`src/rtl/heard_packetizer_pkg.sv`:
```
// Shared types for heard_packetizer: packet magic, output FSM states and the FIFO entry layout.
// HEARD_PACKETIZER_PARITY_EN adds a stored even-parity bit to each entry.
package heard_packetizer_pkg;

    localparam logic [7:0] PKT_MAGIC = 8'hA5;

    typedef enum logic [1:0] {IDLE, HDR, PAY} pkt_state_e;

    // seq is always 16 bits wide; narrower counters are zero-extended at push
    typedef struct packed {
        logic [3:0]  lane;
        logic [15:0] seq;
`ifdef HEARD_PACKETIZER_PARITY_EN
        logic        par;
`endif
        logic [31:0] v;
    } entry_t;

    function automatic logic [31:0] make_header(input entry_t e);
        logic p;
`ifdef HEARD_PACKETIZER_PARITY_EN
        p = e.par;
`else
        p = 1'b0;
`endif
        return {PKT_MAGIC, e.lane, p, 3'b000, e.seq};
    endfunction

endpackage

```
`src/rtl/heard_fifo.sv`:
```
// Synchronous power-of-two entry FIFO with full/empty/count and a one-ahead peek port,
// so the packet FSM can chain headers without an idle cycle.
module heard_fifo
    import heard_packetizer_pkg::*;
#(
    parameter int unsigned DEPTH = 4
) (
    input  logic                     CLK,
    input  logic                     RST,
    input  logic                     push,
    input  entry_t                   wdata,
    input  logic                     pop,
    output entry_t                   head,
    output entry_t                   head_next,
    output logic                     full,
    output logic                     empty,
    output logic [$clog2(DEPTH):0]   count
);

    localparam int unsigned AW = $clog2(DEPTH);

    entry_t          mem [DEPTH];
    logic [AW-1:0]   wr_ptr;
    logic [AW-1:0]   rd_ptr;
    logic [AW:0]     cnt;
    logic            do_push;
    logic            do_pop;

    assign full    = (cnt == (AW + 1)'(DEPTH));
    assign empty   = (cnt == '0);
    assign count   = cnt;
    assign do_push = push && !full;
    assign do_pop  = pop && !empty;

    assign head      = mem[rd_ptr];
    assign head_next = mem[rd_ptr + AW'(1)];

    always_ff @(posedge CLK or posedge RST) begin
        if (RST) begin
            wr_ptr <= '0;
            rd_ptr <= '0;
            cnt    <= '0;
        end else begin
            if (do_push) wr_ptr <= wr_ptr + AW'(1);
            if (do_pop)  rd_ptr <= rd_ptr + AW'(1);
            case ({do_push, do_pop})
                2'b10:   cnt <= cnt + (AW + 1)'(1);
                2'b01:   cnt <= cnt - (AW + 1)'(1);
                default: cnt <= cnt;
            endcase
        end
    end

    always_ff @(posedge CLK) begin
        if (do_push) mem[wr_ptr] <= wdata;
    end

endmodule

```
`src/rtl/heard_packetizer.sv`:
```
// Stamps heard() responses with per-lane sequence numbers and serialises them as header/payload
// beats. Optional header parity bit under HEARD_PACKETIZER_PARITY_EN.
module heard_packetizer
    import heard_packetizer_pkg::*;
#(
    parameter int unsigned LANES = 10,
    parameter int unsigned DEPTH = 4,
    parameter int unsigned SEQ_W = 16
) (
    input  logic        CLK,
    input  logic        RST,
    input  logic        heard__ENA,
    input  logic [3:0]  heard_meth,
    input  logic [31:0] heard_v,
    output logic        heard__RDY,
    output logic        pkt__ENA,
    output logic [31:0] pkt_data,
    output logic        pkt_last,
    input  logic        pkt__RDY,
    output logic        err_lane
);

    localparam int unsigned CW = $clog2(DEPTH) + 1;

    pkt_state_e       state;
    logic             up_q;
    logic [SEQ_W-1:0] seq_q [LANES];
    logic             accept;
    logic             lane_ok;
    logic             push;
    logic             pop;
    entry_t           wdata;
    entry_t           head;
    entry_t           head_next;
    logic             full;
    logic             empty;
    logic [CW-1:0]    count;

    assign accept     = heard__ENA && heard__RDY;
    assign lane_ok    = 32'(heard_meth) < LANES;
    assign push       = accept && lane_ok;
    assign pop        = (state == PAY) && pkt__RDY;
    assign heard__RDY = up_q && !full;

    always_comb begin
        wdata      = '0;
        wdata.lane = heard_meth;
        wdata.seq  = 16'(seq_q[heard_meth]);
        wdata.v    = heard_v;
`ifdef HEARD_PACKETIZER_PARITY_EN
        wdata.par  = ^heard_v;
`endif
    end

    heard_fifo #(
        .DEPTH (DEPTH)
    ) u_fifo (
        .CLK       (CLK),
        .RST       (RST),
        .push      (push),
        .wdata     (wdata),
        .pop       (pop),
        .head      (head),
        .head_next (head_next),
        .full      (full),
        .empty     (empty),
        .count     (count)
    );

    // Holds RDY low during reset and for the first cycle after it
    always_ff @(posedge CLK or posedge RST) begin
        if (RST) up_q <= 1'b0;
        else     up_q <= 1'b1;
    end

    always_ff @(posedge CLK or posedge RST) begin
        if (RST) begin
            for (int i = 0; i < int'(LANES); i++) seq_q[i] <= '0;
        end else if (push) begin
            seq_q[heard_meth] <= seq_q[heard_meth] + SEQ_W'(1);
        end
    end

    always_ff @(posedge CLK or posedge RST) begin
        if (RST)                    err_lane <= 1'b0;
        else if (accept && !lane_ok) err_lane <= 1'b1;
    end

    always_ff @(posedge CLK or posedge RST) begin
        if (RST) begin
            state    <= IDLE;
            pkt__ENA <= 1'b0;
            pkt_data <= '0;
            pkt_last <= 1'b0;
        end else begin
            unique case (state)
                IDLE: begin
                    if (!empty) begin
                        state    <= HDR;
                        pkt__ENA <= 1'b1;
                        pkt_data <= make_header(head);
                        pkt_last <= 1'b0;
                    end
                end
                HDR: begin
                    if (pkt__RDY) begin
                        state    <= PAY;
                        pkt_data <= head.v;
                        pkt_last <= 1'b1;
                    end
                end
                PAY: begin
                    if (pkt__RDY) begin
                        // head is popped this edge, so the follower is at head_next
                        if (count > CW'(1)) begin
                            state    <= HDR;
                            pkt_data <= make_header(head_next);
                            pkt_last <= 1'b0;
                        end else begin
                            state    <= IDLE;
                            pkt__ENA <= 1'b0;
                            pkt_data <= '0;
                            pkt_last <= 1'b0;
                        end
                    end
                end
                default: state <= IDLE;
            endcase
        end
    end

endmodule

```
`config.mk`:
```
export PLATFORM = sky130hd
export DESIGN_NAME = heard_packetizer
export DESIGN_NICKNAME = d
export VERILOG_FILES = /design/src/rtl/heard_packetizer_pkg.sv /design/src/rtl/heard_fifo.sv /design/src/rtl/heard_packetizer.sv
export SDC_FILE = /design/constraint.sdc
export NUM_CORES = 1
export LEC_CHECK = 0
export BUFFER_PORTS_ARGS = -buffer_cell sky130_fd_sc_hd__buf_2
export CAP_MARGIN = 5
export CORE_ASPECT_RATIO = 1.5
export CORE_MARGIN = 2
export CORE_UTILIZATION = 24
export CTS_CLUSTER_DIAMETER = 30
export DETAILED_ROUTE_END_ITERATION = 8
export GPL_TIMING_DRIVEN = 0
export SYNTH_ARGS = -nofsm -noshare
export SYNTH_HDL_FRONTEND = slang
export SYNTH_SLANG_ARGS = --single-unit
```
`constraint.sdc`:
```
create_clock -name CLK -period 8.7 [get_ports CLK]
set_input_delay 1.74 -clock CLK [delete_from_list [all_inputs] [get_ports CLK]]
set_output_delay 1.74 -clock CLK [all_outputs]
set_load 0.02 [all_outputs]
```
==> results of run 1 <==
==> synthesized netlist by cell type, types with 2 or more instances <==
cell type / instances
nand2_1: 245
edfxtp_1: 208
dfrtp_1: 205
o21ai_0: 156
mux2_2: 110
clkbuf_1: 67
mux2i_1: 50
mux4_2: 50
nor2_1: 27
nand3_1: 25
o211ai_1: 23
o31ai_1: 20
o31ai_2: 20
or4_1: 20
ha_1: 14
inv_1: 14
a222oi_1: 11
buf_2: 11
and2_1: 8
buf_1: 8
buf_6: 8
xnor2_1: 8
a21oi_1: 7
a22oi_1: 5
and3_1: 5
nand4_1: 5
xor2_1: 5
and4_1: 3
buf_4: 3
mux2_1: 3
nor2b_1: 3
nand2b_1: 2
nor3_4: 2
nor3b_2: 2
o21ai_1: 2
o22ai_1: 2
or2_2: 2
or3_1: 2
or3b_2: 2
==> per-layer routing <==
| layer | vias up | track usage, % | wire, um |
|---|---|---|---|
| li1 | 5402 | - | - |
| met4 | 2 | 7.61 | 3040 |
| met3 | 175 | 1.94 | 2390 |
| met1 | 6086 | 13.0 | 17700 |
| met2 | 394 | 23.7 | 27000 |
| met5 | - | 0 | 16 |
==> state kept, by name, summed over array words and instances, names as in the netlist <==
register	count
seq_q	160
up_q	1
pkt_data	32
err_lane	1
pkt_last	1
u_fifo.rd_ptr	2
u_fifo.count	3
state	2
u_fifo.wr_ptr	2
u_fifo.mem	208
pkt__ENA	1
==> critical path: cells and delay by family <==
kind | cells | cell delay [ns]
AND/OR/NAND/NOR | 3 | 0.73
XOR/XNOR | 1 | 0.64
adder cells (fa/ha/maj) | 1 | 0.31
multiplexers | 1 | 0.28
AO/OA/AOI/OAI | 2 | 0.73
buffers and inverters | 6 | 1.41
==> where the power goes <==
part / internal [mW] / leakage, nW / switching (mW)
logic: 0.590 / 3.00 / 1.07
clock network: 1.28 / 0.862 / 0.889
registers: 2.27 / 4.64 / 0.101
total: 4.15 / 8.50 / 2.06
==> stage by stage <==
step,setup slack (ns),std cells,instance area (um2),power (mW),setup TNS [ns]
after floorplan,1.36,1384,18400,3.50,0
after global placement,-0.964,2467,20000,4.06,-190.26
after detailed placement,2.79,2469,20100,4.09,0
after CTS,3.39,2566,21900,6.27,0
after global routing,3.10,2566,21900,6.52,0
final,3.38,2566,21900,6.21,0
==> final cells by class <==
| class | count | area [um2] |
|---|---|---|
| Multi-Input combinational cell | 860 | 6540 |
| Sequential cell | 413 | 11400 |
| Clock inverter | 38 | 417 |
| Timing Repair Buffer | 77 | 410 |
| Clock buffer | 59 | 1370 |
| Inverter | 14 | 60.1 |
| Fill cell | 7753 | 54100 |
| Tap cell | 1008 | 1260 |
| Buffer | 97 | 449 |
==> worst max-delay path by stage <==
| stage | slack (ns) | cells after the start | to |
|---|---|---|---|
| finish | 3.38 | 14 | seq_q[58] |
| global route | 3.10 | 14 | seq_q[42] |
| CTS | 3.39 | 14 | seq_q[58] |
| detailed placement | 2.79 | 14 | seq_q[58] |
| global placement | -0.96 | 2 | pkt_data[29] |
| floorplan | 1.36 | 1 | err_lane |
==> logic make-up (layout without fill, tap and decap cells) <==
kind of cell | count (synthesis) | count (layout)
flip-flops | 413 | 413
buffers and inverters | 111 | 285
XOR/XNOR | 14 | 14
AO/OA/AOI/OAI | 259 | 259
other | 1 | 1
adder cells (fa/ha/maj) | 14 | 14
AND/OR/NAND/NOR | 358 | 358
multiplexers | 214 | 214
==> qor.txt, run 1 <==
SYNTH
----------------------------------------------------------------------------------
Adder-Cell Fraction of Synth Area                                           0.952%
Net count of the mapped netlist                                               1438
XOR/XNOR share of the synthesized area                                      0.707%
Area of the mapped netlist                                              0.0184 mm2
Prevailing post-synth register cell                                       edfxtp_1
Post-synthesis cell type count                                                  60
Post-Syn Instances                                                            1384
Synth Area in Simple Gates                                                   8.71%
Mux share of post-synthesis cell area                                        15.8%
Synthesized-area fraction occupied by ao, oa, aoi and oai cells              9.24%
Share of the synthesized area in the top cell type                           33.9%
Register bit count reported by yosys                                           413
Cell type with the largest total area after synthesis                     edfxtp_1
Synth warnings                                                                   0
Combinational family with the most area after synthesis               multiplexers
Sequential cell area fraction in the yosys report                            61.8%
Share of async-settable or async-resettable flops after synthesis            49.6%
Synth top area cells                                                  edfxtp_1, dfrtp_1, mux2_2, mux4_2, nand2_1
Mean area per synthesized cell                                            13.3 um2
Number of enable-type register cells in the synthesized netlist                208

PLACED DESIGN
----------------------------------------------------------------------------------
Port bufs                                                                       75
HPWL reported at the end of detailed placement                             34.6 mm
Placer's final routability congestion estimate                               0.853

DIE
----------------------------------------------------------------------------------
Die Y-Extent                                                                343 um
Die outline width                                                           230 um
Placement row count                                                            124
Boundary Pins                                                                   76
Effective utilization at floorplan                                           24.2%
Area enclosed by the die boundary                                       0.0790 mm2
Placeable core region                                                   0.0760 mm2

WORST SETUP PATH
----------------------------------------------------------------------------------
Crit path DAT                                                              5.84 ns
Crit Reg-Reg Endpoint                                                     seq_q[2]
Highest cell delay on the worst timing path                                0.64 ns
Largest fanout on the critical path                                             14
Crit path capture type                                                   flip-flop
Startpoint of the worst register-to-register path                     u_fifo.count[0]
Launching element type of the critical path                             input port
Setup slack on the worst flop-to-flop path                                 5.05 ns
Critical path data required time                                           9.22 ns
Number of cell instances on the worst register-to-register path                  8
Start point of the critical path                                      heard_meth[1]
Worst Setup Path Type                                                 input port to flip-flop
Sequence of cells on the critical path                                buf_2 -> buf_4 -> nor3b_2 -> buf_2 -> a222oi_1 -> and2_1 -> inv_1 -> clkbuf_1 -> ha_1 -> inv_1 -> a221oi_2 -> nand4_1 -> xnor2_1 -> mux2_2
Master of the slowest instance on the critical path                        xnor2_1

ROUTING
----------------------------------------------------------------------------------
Detailed-routing iteration count for the pre-antenna-repair pass                 5
Total routed wirelength                                                    50.2 mm
Via-per-instance ratio                                                        4.70
Drt first-iter violations                                                     1002
Drt wl/cell                                                                19.6 um
Post-route DRC violation count                                                   0
Via count                                                                    12059
Number of nets still failing antenna checks after routing                        0

LAYOUT
----------------------------------------------------------------------------------
Most common cell after layout, fill and taps aside                         nand2_1
Share of final-layout standard cells stronger than drive strength 1          25.3%
P&R area growth vs syn                                                       18.9%
Antenna cell count                                                               0
Final net count                                                               1569
Top library cells by usage in the layout, fill and taps aside         nand2_1, edfxtp_1, dfrtp_1
Final core utilization                                                       28.8%

STA
----------------------------------------------------------------------------------
Final number of max-transition violations                                        0
Final critical-path share of the clock period                                61.2%
Transition at the pin with the smallest max-transition slack               1.09 ns
Clock period minus final worst setup slack                                 5.32 ns
Maximum clock skew at final layout                                       0.0258 ns
Max Fclk                                                                 0.188 GHz
Unrepaired setup endpoints after global routing                              false
Count of endpoints failing hold in the final timing report                       0
Final hold slack                                                          0.477 ns
Final setup fails                                                                0
Rel. slew slack                                                              27.0%

GRT
----------------------------------------------------------------------------------
Pin count of the biggest net entering global routing                           106
Wire length of the first global-routing pass                               77.1 mm
Global routing usage summed across all routing layers                        12.6%
Total gr overflow                                                                0
Via count of the first global-routing pass                                   12884
Initial antenna violation count                                                  1

PWR
----------------------------------------------------------------------------------
Power density over the cells                                            284 mW/mm2
Static leakage                                                             8.50 nW
Largest vdd supply drop                                                 0.000186 V

CLOCK TREE
----------------------------------------------------------------------------------
Clk slew on worst S/H paths                                                0.06 ns
TritonCTS clock tree                                                          done
Number of clock sinks seen by CTS                                              413
Number of buffers inserted during clock tree synthesis                          52
Clock Root Buffer                                                        clkbuf_16
Maximum clock path buffer count                                                  3
Cts hold-fix bufs                                                                0
Count of H-tree levels built during CTS                                          2
Post CTS Setup Buffer Count                                                      0
Post-cts gate resize count                                                       0
Clk_lat worst skew                                                         0.58 ns

WORST HOLD PATH
----------------------------------------------------------------------------------
Worst hold path startpoint                                                err_lane
Hold Crit Depth                                                                  1
Endpoint of the worst hold path                                           err_lane
Worst hold-check path type                                            flip-flop to flip-flop

RUN STATUS
----------------------------------------------------------------------------------
Result of the run                                                     finished, final reports clean

RUN
----------------------------------------------------------------------------------
Max capacitance violation total                                                  0

No activity file was read; power rests on OpenSTA's default activity.
==> run 2, diff against run 1 <==
Clock period 8.7 ns to 4.5 ns, I/O delays scaled along.
==> run 2 against run 1 <==
Net effect:
- critical endpoint is now seq_q[94]
- core utilization increased by 0.23 points
- first-iteration DRC count decreased by 16%
- clock-buffer cell count increased by 2
- global-route usage about the same
- sequential share of layout area decreased by 0.42 points
- non-clock buffer count increased by 5
- design area increased by 0.81%
- power increased by 98%
- wire length about the same
==> qor.txt, run 2 (same netlist as run 1, synthesis figures left out) <==
CLOCK TREE
----------------------------------------------------------------------------------
Clk slew on worst S/H paths                                                0.07 ns   about the same
Number of buffers inserted during clock tree synthesis                          51   -1.9%
Maximum clock path buffer count                                                  3   unchanged
Post-cts gate resize count                                                       0   unchanged
Post CTS Setup Buffer Count                                                      0   unchanged
Clk_lat worst skew                                                         0.59 ns   about the same
TritonCTS clock tree                                                          done
Count of H-tree levels built during CTS                                          2   unchanged
Clock Root Buffer                                                        clkbuf_16
Cts hold-fix bufs                                                                0   unchanged
Number of clock sinks seen by CTS                                              413   unchanged

LAYOUT
----------------------------------------------------------------------------------
Share of final-layout standard cells stronger than drive strength 1          25.5%   +0.26 points
Top library cells by usage in the layout, fill and taps aside         nand2_1, edfxtp_1, dfrtp_1
Flip-flop count of the largest register after layout                           208   unchanged
Final net count                                                               1573   +0.25%
Most flop-heavy register                                                u_fifo.mem
Most common cell after layout, fill and taps aside                         nand2_1
Top flop regs                                                         u_fifo.mem: 208 flops, seq_q: 160 flops, pkt_data: 32 flops
Cell Count, Final, Fillers Out                                                2571   +0.19%
P&R area growth vs syn                                                       19.9%

ROUTING
----------------------------------------------------------------------------------
Number of nets still failing antenna checks after routing                        0   unchanged
Drt wl/cell                                                                19.5 um   -0.11%
Post-route DRC violation count                                                   0   unchanged
Drt first-iter violations                                                      840   -16%
Total routed wirelength                                                    50.2 mm   about the same
Via count                                                                    12053   -0.050%
Detailed-routing iteration count for the pre-antenna-repair pass                 6   +1
Via-per-instance ratio                                                        4.69   -0.24%

RUN STATUS
----------------------------------------------------------------------------------
Result of the run                                                     finished, final reports clean

STA
----------------------------------------------------------------------------------
Final critical-path share of the clock period                                93.3%
Clock period minus final worst setup slack                                 4.20 ns
Worst path setup slack after routing                                      0.300 ns   -3.08 ns
Max Fclk                                                                 0.238 GHz
Final setup fails                                                                0   unchanged
Maximum clock skew at final layout                                       0.0367 ns   +0.0110 ns
Rel. slew slack                                                              25.5%   -1.5 points
Final-layout setup total negative slack                                       0 ns   unchanged
Count of endpoints failing hold in the final timing report                       0   unchanged
Transition at the pin with the smallest max-transition slack               1.11 ns   +0.0227 ns
Final hold slack                                                          0.419 ns   -0.0579 ns
Unrepaired setup endpoints after global routing                              false
Final number of max-transition violations                                        0   unchanged

PLACED DESIGN
----------------------------------------------------------------------------------
Placement Setup Slack                                                    -0.496 ns   -3.29 ns
HPWL reported at the end of detailed placement                             35.0 mm   +1.0%
Port bufs                                                                       75   unchanged
Number of instances in the placed design                                      2474   +0.20%
Placer's final routability congestion estimate                               0.857   +0.53%

DIE
----------------------------------------------------------------------------------
Effective utilization at floorplan                                           24.2%   unchanged
Die outline width                                                           230 um   unchanged
Boundary Pins                                                                   76   unchanged
Area enclosed by the die boundary                                       0.0790 mm2   unchanged
Placement row count                                                            124   unchanged
Placeable core region                                                   0.0760 mm2   unchanged
Die Y-Extent                                                                343 um   unchanged

WORST SETUP PATH
----------------------------------------------------------------------------------
Worst Setup Path Type                                                 input port to flip-flop
Startpoint of the worst register-to-register path                         state[1]
Crit Reg-Reg Endpoint                                                 pkt_data[18]
Largest fanout on the critical path                                             14   unchanged
Start point of the critical path                                      heard_meth[1]
Crit path DAT                                                              4.71 ns   -1.13 ns
Setup crit end                                                           seq_q[94]
Critical path data required time                                           5.01 ns   -4.21 ns
Crit path capture type                                                   flip-flop
Number of cell instances on the worst register-to-register path                 10   +2
Setup slack on the worst flop-to-flop path                                 1.03 ns   -4.02 ns
Launching element type of the critical path                             input port

GRT
----------------------------------------------------------------------------------
Total gr overflow                                                                0   unchanged
Via count of the first global-routing pass                                   13024   +1.1%
Initial antenna violation count                                                  2   +1
Wire length of the first global-routing pass                               77.3 mm   +0.25%
Pin count of the biggest net entering global routing                            53   -50%
Global routing usage summed across all routing layers                        12.6%   about the same

WORST HOLD PATH
----------------------------------------------------------------------------------
Worst hold-check path type                                            input port to asynchronous set/reset pin

PWR
----------------------------------------------------------------------------------
Largest vdd supply drop                                                 0.000291 V   +56%
Overall power after layout                                                 12.3 mW   +98%
Static leakage                                                             8.59 nW   +1.1%
Power density over the cells                                            556 mW/mm2   +96%

RUN
----------------------------------------------------------------------------------
Max capacitance violation total                                                  0   unchanged

==> run 2: cell types whose count changed in the layout (fill, tap and decap cells not counted), moves of 2 or more <==
cell       delta
inv_8         -2
inv_6         +4
clkinv_2      -4
clkinv_4      -5
buf_12        +5
clkbuf_8      +2
bufinv_16     +4
==> run 2: per-layer routing <==
layer  part of all wire [%]  GRT usage [%]
met1                     36           13.0
met2                     54           24.1
met3                    4.1           1.56
met4                    5.5           7.31
met5                      0              0
==> run 2: cell type report <==
cell class | instances | area (um2)
buffer | 97 | 449
tap | 1008 | 1260
multi-input combinational | 860 | 6560
antenna | 1 | 2.50
inverter | 14 | 56.3
clock buffer | 61 | 1380
clock inverter | 35 | 490
fill | 7683 | 54000
timing repair buffer | 82 | 490
sequential | 413 | 11400
==> run 2: how the worst min path moves through the flow <==
stage               startpoint    endpoint  slack [ns]
floorplan            seq_q[17]   seq_q[17]        0.44
global placement    seq_q[109]  seq_q[109]        0.45
detailed placement  seq_q[130]  seq_q[130]        0.47
CTS                        RST  seq_q[141]        0.42
global route               RST  seq_q[158]        0.45
finish                     RST  seq_q[141]        0.42
==> run 2: critical path, stage by stage <==
cell and delay (ns):
buf_2 0.13, buf_4 0.23, nor3b_2 0.27, buf_2 0.38
a222oi_1 0.18, and2_1 0.20, inv_1 0.05, clkbuf_1 0.45
ha_1 0.28, inv_1 0.09, a221oi_4 0.43, nand4_1 0.22
buf_2 0.26, or4_1 0.50, nand3_1 0.11
==> run 2: power by group <==
group | total (mW) | leakage, nW | switching, mW | internal, mW
Sequential | 4.59 | 4.64 | 0.196 | 4.40
Combinational | 3.27 | 3.06 | 2.11 | 1.15
Clock | 4.42 | 0.896 | 1.72 | 2.70
==> run 2: metrics by stage <==
step | util, % | cell area [um2]
after detailed placement | 26.5 | 20200
after global placement | 26.4 | 20000
after global routing | 29.0 | 22100
after CTS | 29.0 | 22000
after floorplan | - | 18400
final | 29.0 | 22100
